<file path="config.mk">
export PLATFORM = sky130hd
export DESIGN_NAME = hex_display_ctrl
export DESIGN_NICKNAME = d
export VERILOG_FILES = /design/src/rtl/hex_display_ctrl.sv
export SDC_FILE = /design/constraint.sdc
export NUM_CORES = 1
export LEC_CHECK = 0
export CAP_MARGIN = 30
export CORE_MARGIN = 3
export CORE_UTILIZATION = 45
export CTS_BUF_LIST = sky130_fd_sc_hd__clkbuf_4 sky130_fd_sc_hd__clkbuf_8
export DETAILED_ROUTE_END_ITERATION = 10
export GPL_ROUTABILITY_DRIVEN = 0
export PLACE_DENSITY_LB_ADDON = 0.25
export RECOVER_POWER = 100
export SKIP_LAST_GASP = 1
export SLEW_MARGIN = 25
export SYNTH_ARGS = -nofsm -noshare
export SYNTH_HDL_FRONTEND = slang
export SYNTH_SLANG_ARGS = --single-unit
</file>
<file path="constraint.sdc">
create_clock -name clk -period 2 [get_ports clk]
set_input_delay 0.4 -clock clk [delete_from_list [all_inputs] [get_ports clk]]
set_output_delay 0.4 -clock clk [all_outputs]
set_load 0.05 [all_outputs]
</file>
<file path="src/rtl/hex_display_ctrl.sv">
// Six-digit seven-segment sequencer: blank/message/number commands, sequential
// double-dabble binary-to-BCD conversion, leading-zero blanking and blinking.
module hex_display_ctrl #(
    parameter int BLINK_DIV = 25000000
) (
    input  logic        clk,
    input  logic        rst,
    input  logic        cmd_valid,
    output logic        cmd_ready,
    input  logic [1:0]  cmd_op,
    input  logic [1:0]  cmd_msg,
    input  logic [19:0] cmd_value,
    input  logic        cmd_lz_blank,
    input  logic        cmd_blink,
    output logic        busy,
    output logic [29:0] hex_codes
);

    localparam int CNT_W = $clog2(BLINK_DIV);
    localparam logic [CNT_W-1:0] CNT_MAX   = CNT_W'(BLINK_DIV - 1);
    localparam logic [29:0]      ALL_BLANK = 30'h3FFFFFFF;
    localparam logic [19:0]      MAX_SHOWN = 20'd999999;
    localparam logic [4:0]       LAST_STEP = 5'd19;

    localparam logic [4:0] C_E   = 5'd14;
    localparam logic [4:0] C_R   = 5'd16;
    localparam logic [4:0] C_G   = 5'd17;
    localparam logic [4:0] C_O   = 5'd18;
    localparam logic [4:0] C_H   = 5'd19;
    localparam logic [4:0] C_I   = 5'd1;
    localparam logic [4:0] C_S   = 5'd5;
    localparam logic [4:0] C_C   = 5'd12;
    localparam logic [4:0] C_BIG = 5'd0;
    localparam logic [4:0] C_BL  = 5'd31;

    typedef enum logic [1:0] {
        S_IDLE,
        S_SHOW,
        S_CONV,
        S_LOAD
    } state_t;

    state_t      state_q, state_d;
    logic [29:0] disp_q, disp_d;
    logic        blink_flag_q, blink_flag_d;
    logic [CNT_W-1:0] blink_cnt_q, blink_cnt_d;
    logic        phase_q, phase_d;
    logic [29:0] hex_q, hex_d;
    logic        ready_q, ready_d;
    logic        busy_q, busy_d;
    logic [19:0] bin_q, bin_d;
    logic [23:0] bcd_q, bcd_d;
    logic [4:0]  iter_q, iter_d;
    logic        lz_q, lz_d;
    logic        blink_pend_q, blink_pend_d;

    logic        accept;
    logic [23:0] bcd_adj;

    // Messages are left-justified starting at HEX5, unused digits blank.
    function automatic logic [29:0] msg_codes(input logic [1:0] sel);
        logic [29:0] codes;
        case (sel)
            2'd0:    codes = {C_H, C_I, C_BL, C_BL, C_BL, C_BL};
            2'd1:    codes = {C_G, C_O, C_BL, C_BL, C_BL, C_BL};
            2'd2:    codes = {C_E, C_R, C_R, C_BL, C_BL, C_BL};
            default: codes = {C_S, C_C, C_BIG, C_R, C_E, C_BL};
        endcase
        return codes;
    endfunction

    // HEX0 is never blanked so that a value of zero still shows a single 0.
    function automatic logic [29:0] bcd_to_codes(input logic [23:0] bcd,
                                                 input logic        lz);
        logic [29:0] codes;
        logic        leading;
        logic [3:0]  nib;
        codes   = ALL_BLANK;
        leading = lz;
        for (int i = 5; i >= 0; i--) begin
            nib = bcd[4*i +: 4];
            if (leading && (nib == 4'd0) && (i != 0)) begin
                codes[5*i +: 5] = C_BL;
            end else begin
                codes[5*i +: 5] = {1'b0, nib};
                leading         = 1'b0;
            end
        end
        return codes;
    endfunction

    always_comb begin
        bcd_adj = '0;
        for (int i = 0; i < 6; i++) begin
            if (bcd_q[4*i +: 4] >= 4'd5) begin
                bcd_adj[4*i +: 4] = bcd_q[4*i +: 4] + 4'd3;
            end else begin
                bcd_adj[4*i +: 4] = bcd_q[4*i +: 4];
            end
        end
    end

    assign accept = cmd_valid & ready_q;

    always_comb begin
        state_d      = state_q;
        disp_d       = disp_q;
        blink_flag_d = blink_flag_q;
        bin_d        = bin_q;
        bcd_d        = bcd_q;
        iter_d       = iter_q;
        lz_d         = lz_q;
        blink_pend_d = blink_pend_q;

        if (blink_cnt_q == CNT_MAX) begin
            blink_cnt_d = '0;
            phase_d     = ~phase_q;
        end else begin
            blink_cnt_d = blink_cnt_q + CNT_W'(1);
            phase_d     = phase_q;
        end

        case (state_q)
            S_IDLE, S_SHOW: begin
                if (accept) begin
                    blink_cnt_d = '0;
                    phase_d     = 1'b1;
                    case (cmd_op)
                        2'd1: begin
                            disp_d       = msg_codes(cmd_msg);
                            blink_flag_d = cmd_blink;
                            state_d      = S_SHOW;
                        end
                        2'd2: begin
                            bin_d        = (cmd_value > MAX_SHOWN) ? MAX_SHOWN : cmd_value;
                            lz_d         = cmd_lz_blank;
                            blink_pend_d = cmd_blink;
                            bcd_d        = '0;
                            iter_d       = '0;
                            state_d      = S_CONV;
                        end
                        default: begin
                            disp_d       = ALL_BLANK;
                            blink_flag_d = cmd_blink;
                            state_d      = S_SHOW;
                        end
                    endcase
                end
            end
            S_CONV: begin
                {bcd_d, bin_d} = {bcd_adj, bin_q} << 1;
                iter_d         = iter_q + 5'd1;
                if (iter_q == LAST_STEP) begin
                    state_d = S_LOAD;
                end
            end
            S_LOAD: begin
                disp_d       = bcd_to_codes(bcd_q, lz_q);
                blink_flag_d = blink_pend_q;
                state_d      = S_SHOW;
            end
            default: state_d = S_IDLE;
        endcase

        ready_d = (state_d == S_IDLE) || (state_d == S_SHOW);
        busy_d  = ~ready_d;
        // Built from next-state values so a phase toggle shows on its own edge.
        hex_d   = (!blink_flag_d || phase_d) ? disp_d : ALL_BLANK;
    end

    always_ff @(posedge clk) begin
        if (rst) begin
            state_q      <= S_IDLE;
            disp_q       <= ALL_BLANK;
            blink_flag_q <= 1'b0;
            blink_cnt_q  <= '0;
            phase_q      <= 1'b1;
            hex_q        <= ALL_BLANK;
            ready_q      <= 1'b1;
            busy_q       <= 1'b0;
            bin_q        <= '0;
            bcd_q        <= '0;
            iter_q       <= '0;
            lz_q         <= 1'b0;
            blink_pend_q <= 1'b0;
        end else begin
            state_q      <= state_d;
            disp_q       <= disp_d;
            blink_flag_q <= blink_flag_d;
            blink_cnt_q  <= blink_cnt_d;
            phase_q      <= phase_d;
            hex_q        <= hex_d;
            ready_q      <= ready_d;
            busy_q       <= busy_d;
            bin_q        <= bin_d;
            bcd_q        <= bcd_d;
            iter_q       <= iter_d;
            lz_q         <= lz_d;
            blink_pend_q <= blink_pend_d;
        end
    end

    assign cmd_ready = ready_q;
    assign busy      = busy_q;
    assign hex_codes = hex_q;

endmodule

</file>
Word level (Yosys, flattened, before mapping)
Cells that the tools add are included.
{ "word_totals": {"reg_bits": 142, "input_bits": 29, "output_inout_bits": 32, "elab_cells": 111} }
{ "classes": {"add_sub_neg": 8, "order_cmp": 7, "eq_ne": 12, "muxes": 46, "bitwise_logic": 4, "n_reduce_logical": 21} }
{ "op_table": {"columns": ["op", "count"], "rows": [
  ["30-bit case mux with 2 select lines", 2],
  ["30-bit case mux with 3 select lines", 1],
  ["25-bit 2-to-1 mux", 3],
  ["20-bit 2-to-1 mux", 3],
  ["24-bit 2-to-1 mux", 2],
  ["24-bit case mux with 2 select lines", 1],
  ["20-bit case mux with 2 select lines", 1],
  ["5-bit 2-to-1 mux", 7],
  ["30-bit 2-to-1 mux", 1],
  ["25-bit by 1-bit adder with 25-bit output, second input constant", 1],
  ["25-bit == test, second input constant", 1],
  ["4-bit by 3-bit greater-or-equal comparator with 1-bit output, second input constant", 6],
  ["4-bit by 2-bit adder with 4-bit output, second input constant", 5],
  ["20-bit greater-than comparator, second input constant", 1],
  ["4-bit logical NOT", 5],
  ["4-bit 2-to-1 mux", 5],
  ["1-bit 2-to-1 mux", 13],
  ["5-bit case mux with 2 select lines", 1],
  ["2-bit by 1-bit == test with 1-bit output, second input constant", 4],
  ["2-bit == test, second input constant", 4],
  ["2-bit logical NOT", 3],
  ["2-bit 2-to-1 mux", 3],
  ["2-bit case mux with 3 select lines", 1],
  ["3-bit AND reduction", 2],
  ["14 further kinds", 22]
]} }

Logic depth before layout (Yosys ltp)
Gate-level depths: netlist (run 1).
{ "logic_depth": {"ltp_word": 16, "ltp_mapped": 8, "mapped_depth_nobuf": 7} }

Least setup slack after synthesis (run 1)
Ideal clock, no wire load.
{ "synth_timing": {"path_kind": "input port to flip-flop", "from": "input cmd_op[1]", "to": "register hex_q[10] (netlist: hex_codes[10])", "setup_time_ns": 0.117, "t_arrival_ns": 1.819, "t_required_ns": 1.883, "setup_slack_ns": 0.064, "cell_stages": 8, "n_path_buf": 1, "cell_sequence": "inv_1 -> ha_1 -> clkbuf_1 -> nor2b_1 -> o21ai_0 -> o211ai_1 -> a221o_1 -> nand2b_1"} }
{ "synth_via": {"elab_chain_cells": 8, "elab_cells_between_ends": 12, "cone_classes": "2 x eq/ne; 6 x mux; 1 x bitwise; 3 x reduce/logical"} }
{ "synth_lines": {"columns": ["element", "line_no", "source"], "rows": [
  ["start, declared", "10", "input logic [1:0] cmd_op,"],
  ["2-bit == test", "128", "case (cmd_op)"],
  ["1-bit 2-to-1 mux", "128", null],
  ["1-bit 2-to-1 mux", "125", "if (accept) begin"],
  ["1-bit case mux with 2 select lines", "123", "case (state_q)"],
  ["1-bit logical NOT", "168", "hex_d = (!blink_flag_d || phase_d) ? disp_d : ALL_BLANK;"],
  ["1-bit logical OR", "168", null],
  ["1-bit inverter (no line)", null, null],
  ["2-bit OR reduction (no line)", null, null],
  ["end signal, assigned", "178", "hex_q <= ALL_BLANK;"],
  ["end signal, assigned", "192", "hex_q <= hex_d;"],
  ["end, declared", "48", "logic [29:0] hex_q, hex_d;"]
]} }
Several ways; a longest one is shown, not always the timed one.
A chain may end at the register's enable or synchronous reset.

Final worst setup path (run 1)
{ "layout_timing": {"from": "input cmd_op[1]", "to": "register hex_q[6] (netlist: hex_codes[6])"} }
Same word-level chain as after synthesis.

==> summary.md, run 1 <==
| Metric | Value |
|---|---|
| Kind of critical path | `primary input to flop` |
| Sequence of cells on the critical path | `clkdlybuf4s50_1 > ha_2 > and3b_2 > mux2i_4 > nand4_1 > mux2_4 > nand4_1` |
| Final hold vios | `0` |
| Vias | `5463` |
| Clock Latency Late Sink | `0.46 ns` |
| Yosys reg bits | `142` |
| DR iter-0 viols | `388` |
| First-pass GRT wire length | `between 20000 and 25000 um` |
| Vias in the first global route | `about 5400` |
| EDFF count, synth | `0` |
| Vias/cell | `between 5 and 6` |
| Failing checks | `negative setup slack` |
| Core area | `between 0.01 and 0.015 mm2` |
| CTS Sinks | `142` |
| Post-synth ARST share | `0%` |
| GR Overflow Total | `0` |
| CTS tree | `done` |
| Port-buffer cells | `60` |
| P&R area growth vs syn | `29.0%` |
| Max-slew violation count | `0` |
| Worst-margin pin slew | `0.528 ns` |
| Max Clock Skew | `between 0.01 and 0.015 ns` |
| Max VDD drop | `~0.00058 V` |
| Post-synthesis instance area | `between 0.006 and 0.007 mm2` |
| # fillers | `1129` |
| Avg Inst Size Synth | `roughly 9.2 um2` |
| Worst path slowest cell | `clkdlybuf4s50_1` |
| Hold WC Path Type | `flop to flop` |
| Synth Instances | `between 600 and 700` |
| Reg2Reg Depth | `7` |
| # nets final | `~860` |
| Post-Place Setup Slack | `-0.512 ns` |
| Starting Density | `a little under half` |
| Max Fclk | `~0.49 GHz` |
| Final setup fails | `30` |
| Pleak | `about 3.2 nW` |
| Drt first pass iters | `5` |
| Startpoint type of the worst setup path | `primary input` |
| DR WL/cell | `15.7 um` |
| Critical Path AT | `2.45 ns` |
| Yosys warning count | `0` |
| Final Non-Filler Cells | `between 900 and 1000` |
| CP required | `between 2 and 2.5 ns` |
| Worst setup margin | `-0.0591 ns` |
| Slowest stage delay, CP | `0.44 ns` |
| ANT cells | `0` |
| ANT nets after route | `0` |
| Dpl cells | `roughly 950` |
| Overall power | `around 6.3 mW` |
| Period utilization | `103%` |
| Root Buffer | `clkbuf_8` |
| Hold depth | `2` |
| Layout cells sized above 1 | `between 10% and 20%` |
| Chip height | `about 120 um` |
| Post-Route WL | `between 15000 and 20000 um` |
| Critical path's most frequent cell | `nand4_1` |
| Row count | `42` |
| Commonest non-fill, non-tap cell in the layout | `dfxtp_1` |
| Seq/Total Area, Yosys | `between 40 and 50%` |
| Max-cap violations | `0` |
| Relative slew margins | `between 60% and 70%` |
| Synth Net Count | `739` |
| Die footprint | `0.0154 mm2` |
| Distinct cells, synth | `54` |
| Cell area power density | `777 mW/mm2` |
| CP endpoint kind | `flop` |
| Hold buffer count at cts | `0` |
| Clock-pin slew on the worst setup and hold paths | `0.08 ns` |
| H-tree levels | `4` |
| CTS buffer count | `17` |
| Setup repair after global routing missed its margin | `true` |
| CP max FO | `8` |
| CTS Buffer Depth | `2` |
| Initial antenna violation count | `0` |
| DRC errors left | `0` |
| Setup TNS Final | `-0.810 ns` |
| Status | `complete, but fails checks` |
| Gr usage total | `between 20% and 30%` |
| IO Pins | `61` |
| DP Wirelength | `between 10000 and 15000 um` |
| Die width | `between 100 and 150 um` |
| Final period demand of the worst path | `2.06 ns` |
| Most frequent cells in the layout | `dfxtp_1 (136), nor2_1 (78), buf_4 (69)` |
| Post-synth top flop | `dfxtp_1` |
| Largest net degree at the start of global routing | `31` |
## worst paths after layout
path                               from                       to  slack (ns)
max                           cmd_op[1]  hex_codes[6]$_SDFF_PP1_       -0.06
min reg2reg      bin_q[19]$_SDFFE_PP0P_    bcd_q[0]$_SDFFE_PP0P_        0.45
max reg2reg  blink_cnt_q[22]$_SDFF_PP0_  hex_codes[6]$_SDFF_PP1_           0
min              bin_q[19]$_SDFFE_PP0P_    bcd_q[0]$_SDFFE_PP0P_        0.45
## cells in the mapped netlist, types with 3 or more instances
master / n / share of area [%]
nand2_1: 43 / 2.6
mux2i_1: 13 / 2.1
inv_1: 22 / 1.3
a21oi_1: 43 / 3.4
a221o_1: 15 / 2.4
and3_1: 6 / 0.60
buf_4: 5 / 0.60
o21ai_0: 17 / 1.4
xnor2_1: 18 / 2.5
dfxtp_1: 142 / 45
xor2_1: 13 / 1.8
a211o_1: 7 / 0.98
clkbuf_1: 21 / 1.3
nor3b_1: 4 / 0.48
o2bb2ai_1: 7 / 0.98
a22oi_1: 15 / 1.8
nor3_1: 15 / 1.2
nor2_1: 79 / 4.7
o211ai_1: 5 / 0.60
nand2b_1: 38 / 3.8
o22ai_1: 4 / 0.40
mux2_2: 18 / 3.2
buf_1: 4 / 0.24
nand4_1: 12 / 1.2
buf_2: 5 / 0.40
o221ai_1: 9 / 1.3
nand3_1: 40 / 3.2
ha_1: 27 / 5.4
a31oi_1: 3 / 0.30
## kinds of logic (layout without fill, tap and decap cells)
family | count (synthesis) | count (layout) | synth area share [%]
and+or+nand+nor | 259 | 259 | 20.8
DFF | 142 | 142 | 45.4
AOI/OAI and AO/OA | 134 | 134 | 14.7
buffers and inverters | 58 | 188 | 3.88
muxes | 32 | 35 | 5.56
xor gates and xnor gates | 31 | 31 | 4.34
adders and majority gates | 27 | 27 | 5.40
## worst max-delay path, delay by kind of cell
| family | cells | cell delay [ns] |
|---|---|---|
| adder cells (fa/ha/maj) | 1 | 0.20 |
| multiplexers | 2 | 0.70 |
| AND/OR/NAND/NOR | 3 | 0.72 |
| buffers and inverters | 1 | 0.44 |
## power breakdown
part	internal (mW)	total [mW]	switching [mW]
Clock	1.13	2.21	1.08
Sequential	2.99	3.06	0.0700
Combinational	0.428	1.01	0.578
Total	4.55	6.28	1.73
## routing by layer
metal  global-route usage (%)  up-vias  wire length [um]
li1                         -     2667                 -
met1                     22.9     2629              6390
met2                     37.3      133              8080
met3                     5.27       34               768
met4                     9.31        0               347
met5                        0        -                 0
## sequential cells by signal (all words and copies together), names as in the netlist, 2 cells and up
| name | count |
|---|---|
| state_q | 2 |
| disp_q | 30 |
| blink_cnt_q | 25 |
| bcd_q | 24 |
| iter_q | 5 |
| hex_codes | 30 |
| bin_q | 20 |
## stage by stage
stage	util [%]	instance area, um2	hold WS [ns]
after floorplan	-	6260	0.416
after global placement	55.8	7480	0.434
after detailed placement	55.8	7480	0.446
after CTS	58.6	7850	0.455
after global routing	60.2	8070	0.478
final	60.2	8070	0.450
## area by class of cell
type / count / area [um2] / share of cell area (%)
Inverter: 23 / 90.1 / 1.12
Sequential cell: 142 / 2850 / 35.3
Timing Repair Buffer: 133 / 1240 / 15.4
Clock buffer: 20 / 256 / 3.18
Multi-Input combinational cell: 486 / 3290 / 40.7
Tap cell: 176 / 220 / 2.73
Clock inverter: 12 / 121 / 1.50
## timing repair
| action | CTS | global route |
|---|---|---|
| resized for setup | 8 | 52 |
| buffers inserted | 0 | 4 |
| pin swaps | 0 | 1 |
| gates cloned | 0 | 3 |
| setup endpoints to repair | 32 | 106 |
No activity file was read; power rests on OpenSTA's default activity.
==> run 2: changes to the inputs <==
--- a/config.mk
+++ b/config.mk
@@ -9,10 +9,12 @@
 export CORE_MARGIN = 3
 export CORE_UTILIZATION = 45
 export CTS_BUF_LIST = sky130_fd_sc_hd__clkbuf_4 sky130_fd_sc_hd__clkbuf_8
+export CTS_CLUSTER_SIZE = 10
 export DETAILED_ROUTE_END_ITERATION = 10
 export GPL_ROUTABILITY_DRIVEN = 0
 export PLACE_DENSITY_LB_ADDON = 0.25
 export RECOVER_POWER = 100
+export SKIP_CTS_REPAIR_TIMING = 1
 export SKIP_LAST_GASP = 1
 export SLEW_MARGIN = 25
 export SYNTH_ARGS = -nofsm -noshare
==> run 2 against run 1 <==
The flow still finishes with violations (negative setup slack). Via count decreased by 0.66%. Die area is the same. Critical path depth is 1 higher. Clock skew down 0.0013 ns. Core utilization down 0.19 points. Combinational power about the same. Wire length shrank 1.2%. Critical endpoint is now hex_codes[19]$_SDFF_PP1_. Worst setup slack better by 0.053 ns.
==> summary.md, run 2 (same netlist as run 1, synthesis figures left out) <==
| Metric | Value |
|---|---|
| Worst r2r src | `blink_cnt_q[22]$_SDFF_PP0_ (unchanged)` |
| CTS tree | `done (unchanged)` |
| Clock Latency Late Sink | `0.45 ns (was 0.46 ns)` |
| Kind of critical path | `primary input to flop (unchanged)` |
| Most frequent cells in the layout | `dfxtp_1 (138), nor2_1 (78), buf_4 (70) (was dfxtp_1 (136), nor2_1 (78), buf_4 (69))` |
| Final setup fails | `1 (was 30)` |
| Overall power | `6.27 mW (was 6.28 mW)` |
| H-tree levels | `4 (unchanged)` |
| CP required | `2.40 ns (was 2.39 ns)` |
| ANT cells | `0 (unchanged)` |
| Core area | `0.0134 mm2 (unchanged)` |
| Vias in the first global route | `5419 (was 5437)` |
| Sequence of cells on the critical path | `clkdlybuf4s50_1 > ha_2 > and3b_2 > buf_4 > a21oi_1 > nand2_1 > nand3_1 > nand2b_1 (was clkdlybuf4s50_1 > ha_2 > and3b_2 > mux2i_4 > nand4_1 > mux2_4 > nand4_1)` |
| Layout cells sized above 1 | `17.7% (was 18.9%)` |
| CTS buffer count | `17 (unchanged)` |
| Failing checks | `negative setup slack (unchanged)` |
| Vias/cell | `5.48 (was 5.51)` |
| Cell area power density | `779 mW/mm2 (was 777 mW/mm2)` |
| Reg2reg end | `hex_codes[15]$_SDFF_PP1_ (was hex_codes[6]$_SDFF_PP1_)` |
| CTS Sinks | `142 (unchanged)` |
| Hold depth | `2 (unchanged)` |
| Post-Route WL | `15400 um (was 15600 um)` |
| # nets final | `857 (was 859)` |
| Max-cap violations | `0 (unchanged)` |
| Commonest non-fill, non-tap cell in the layout | `dfxtp_1 (unchanged)` |
| Final hold vios | `0 (unchanged)` |
| Internal reg-to-reg setup slack | `0.01 ns (was 0 ns)` |
| DR WL/cell | `15.6 um (was 15.7 um)` |
| Hold WC Path Type | `flop to flop (unchanged)` |
| Chip height | `124 um (unchanged)` |
| Post-Place Setup Slack | `-0.512 ns (unchanged)` |
| P&R area growth vs syn | `28.6% (was 29.0%)` |
| First-pass GRT wire length | `25000 um (about the same)` |
| Critical Path AT | `2.41 ns (was 2.45 ns)` |
| Clock-pin slew on the worst setup and hold paths | `0.08 ns (about the same)` |
| Period utilization | `100% (was 103%)` |
| Startpoint type of the worst setup path | `primary input (unchanged)` |
| Max Fclk | `0.498 GHz (was 0.486 GHz)` |
| Relative slew margins | `54.2% (was 64.9%)` |
| Gr usage total | `20.7% (about the same)` |
| Max VDD drop | `0.000579 V (was 0.000580 V)` |
| Worst path slowest cell | `a21oi_1 (was clkdlybuf4s50_1)` |
| Hold Path End | `bcd_q[0]$_SDFFE_PP0P_ (unchanged)` |
| Die footprint | `0.0154 mm2 (unchanged)` |
| IO Pins | `61 (unchanged)` |
| Hold Crit Start | `bin_q[19]$_SDFFE_PP0P_ (unchanged)` |
| Vias | `5427 (was 5463)` |
| Reg2Reg Depth | `6 (was 7)` |
| Row count | `42 (unchanged)` |
| Starting Density | `46.7% (unchanged)` |
| CTS Buffer Depth | `2 (unchanged)` |
| DR iter-0 viols | `359 (was 388)` |
| # fillers | `1143 (was 1129)` |
| Root Buffer | `clkbuf_8 (unchanged)` |
| CP max FO | `7 (was 8)` |
| CP endpoint kind | `flop (unchanged)` |
| Die width | `124 um (unchanged)` |
| Initial antenna violation count | `0 (unchanged)` |
| DP Wirelength | `10800 um (unchanged)` |
| Worst setup margin | `-0.00603 ns (was -0.0591 ns)` |
| Max Clock Skew | `0.00915 ns (was 0.0105 ns)` |
| Setup repair after global routing missed its margin | `true (unchanged)` |
| Final period demand of the worst path | `2.01 ns (was 2.06 ns)` |
| Drt first pass iters | `6 (was 5)` |
| Largest net degree at the start of global routing | `31 (unchanged)` |
| ANT nets after route | `0 (unchanged)` |
| Slowest stage delay, CP | `0.55 ns (was 0.44 ns)` |
| DRC errors left | `0 (unchanged)` |
| Port-buffer cells | `60 (unchanged)` |
| GR Overflow Total | `0 (unchanged)` |
| Pleak | `3.18 nW (was 3.17 nW)` |
| Status | `complete, but fails checks (unchanged)` |
| Worst-margin pin slew | `0.687 ns (was 0.528 ns)` |
| Max-slew violation count | `0 (unchanged)` |
run 2: cell types whose count changed in the layout (fill, tap and decap cells not counted), sizes merged:
cell / delta
dlygate4sd2: -7
buf: -1
mux2: -1
dlymetal6s2s: +7
run 2: layout make-up:
cell class                      instances  area [um2]  share of cell area [%]
Inverter                               23        90.1                    1.12
Timing Repair Buffer                  132        1260                    15.6
Sequential cell                       142        2850                    35.4
Tap cell                              176         220                    2.74
Clock inverter                         12         121                    1.51
Clock buffer                           20         256                    3.19
Multi-Input combinational cell        485        3250                    40.4
run 2: how the worst max path moves through the flow:
stage	startpoint	to	slack (ns)	depth (start not counted)
3_5_place_dp	cmd_op[0]	hex_codes[6]$_SDFF_PP1_	-0.51	8
3_3_place_gp	cmd_op[0]	hex_codes[7]$_SDFF_PP1_	-0.44	8
4_1_cts	bcd_q[20]$_SDFFE_PP0P_	hex_codes[15]$_SDFF_PP1_	-0.09	9
6_report	cmd_op[1]	hex_codes[19]$_SDFF_PP1_	-0.006	8
5_1_grt	cmd_op[1]	hex_codes[19]$_SDFF_PP1_	-0.09	8
2_1_floorplan	cmd_op[1]	hex_codes[10]$_SDFF_PP1_	0.06	8
run 2: worst max-delay path: cells and delay by family:
kind / cells / cell delay, ns
compound gates: 1 / 0.55
fa+ha+maj: 1 / 0.20
buf+inv: 2 / 0.63
simple gates: 4 / 0.62
run 2: stage by stage:
step | TNS, ns | instances | instance area [um2] | hold slack (ns) | utilization, %
5_1_grt | -0.863 | 990 | 8050 | 0.478 | 60.0
3_3_place_gp | -21.80 | 953 | 7480 | 0.434 | 55.8
4_1_cts | -0.850 | 985 | 7860 | 0.455 | 58.6
3_5_place_dp | -27.02 | 953 | 7480 | 0.446 | 55.8
6_report | -0.00603 | 990 | 8050 | 0.451 | 60.0
2_1_floorplan | 0 | 683 | 6260 | 0.416 | -
run 2: routing by layer:
metal / global-route usage, % / routed length, um
met5: 0 / 0
met4: 9.17 / 349
met3: 5.27 / 679
met2: 37.3 / 8050
met1: 23.0 / 6310
run 2: where the power goes:
part / switching (mW) / internal [mW]
Sequential: 0.0701 / 2.99
Combinational: 0.574 / 0.432
Clock: 1.08 / 1.13
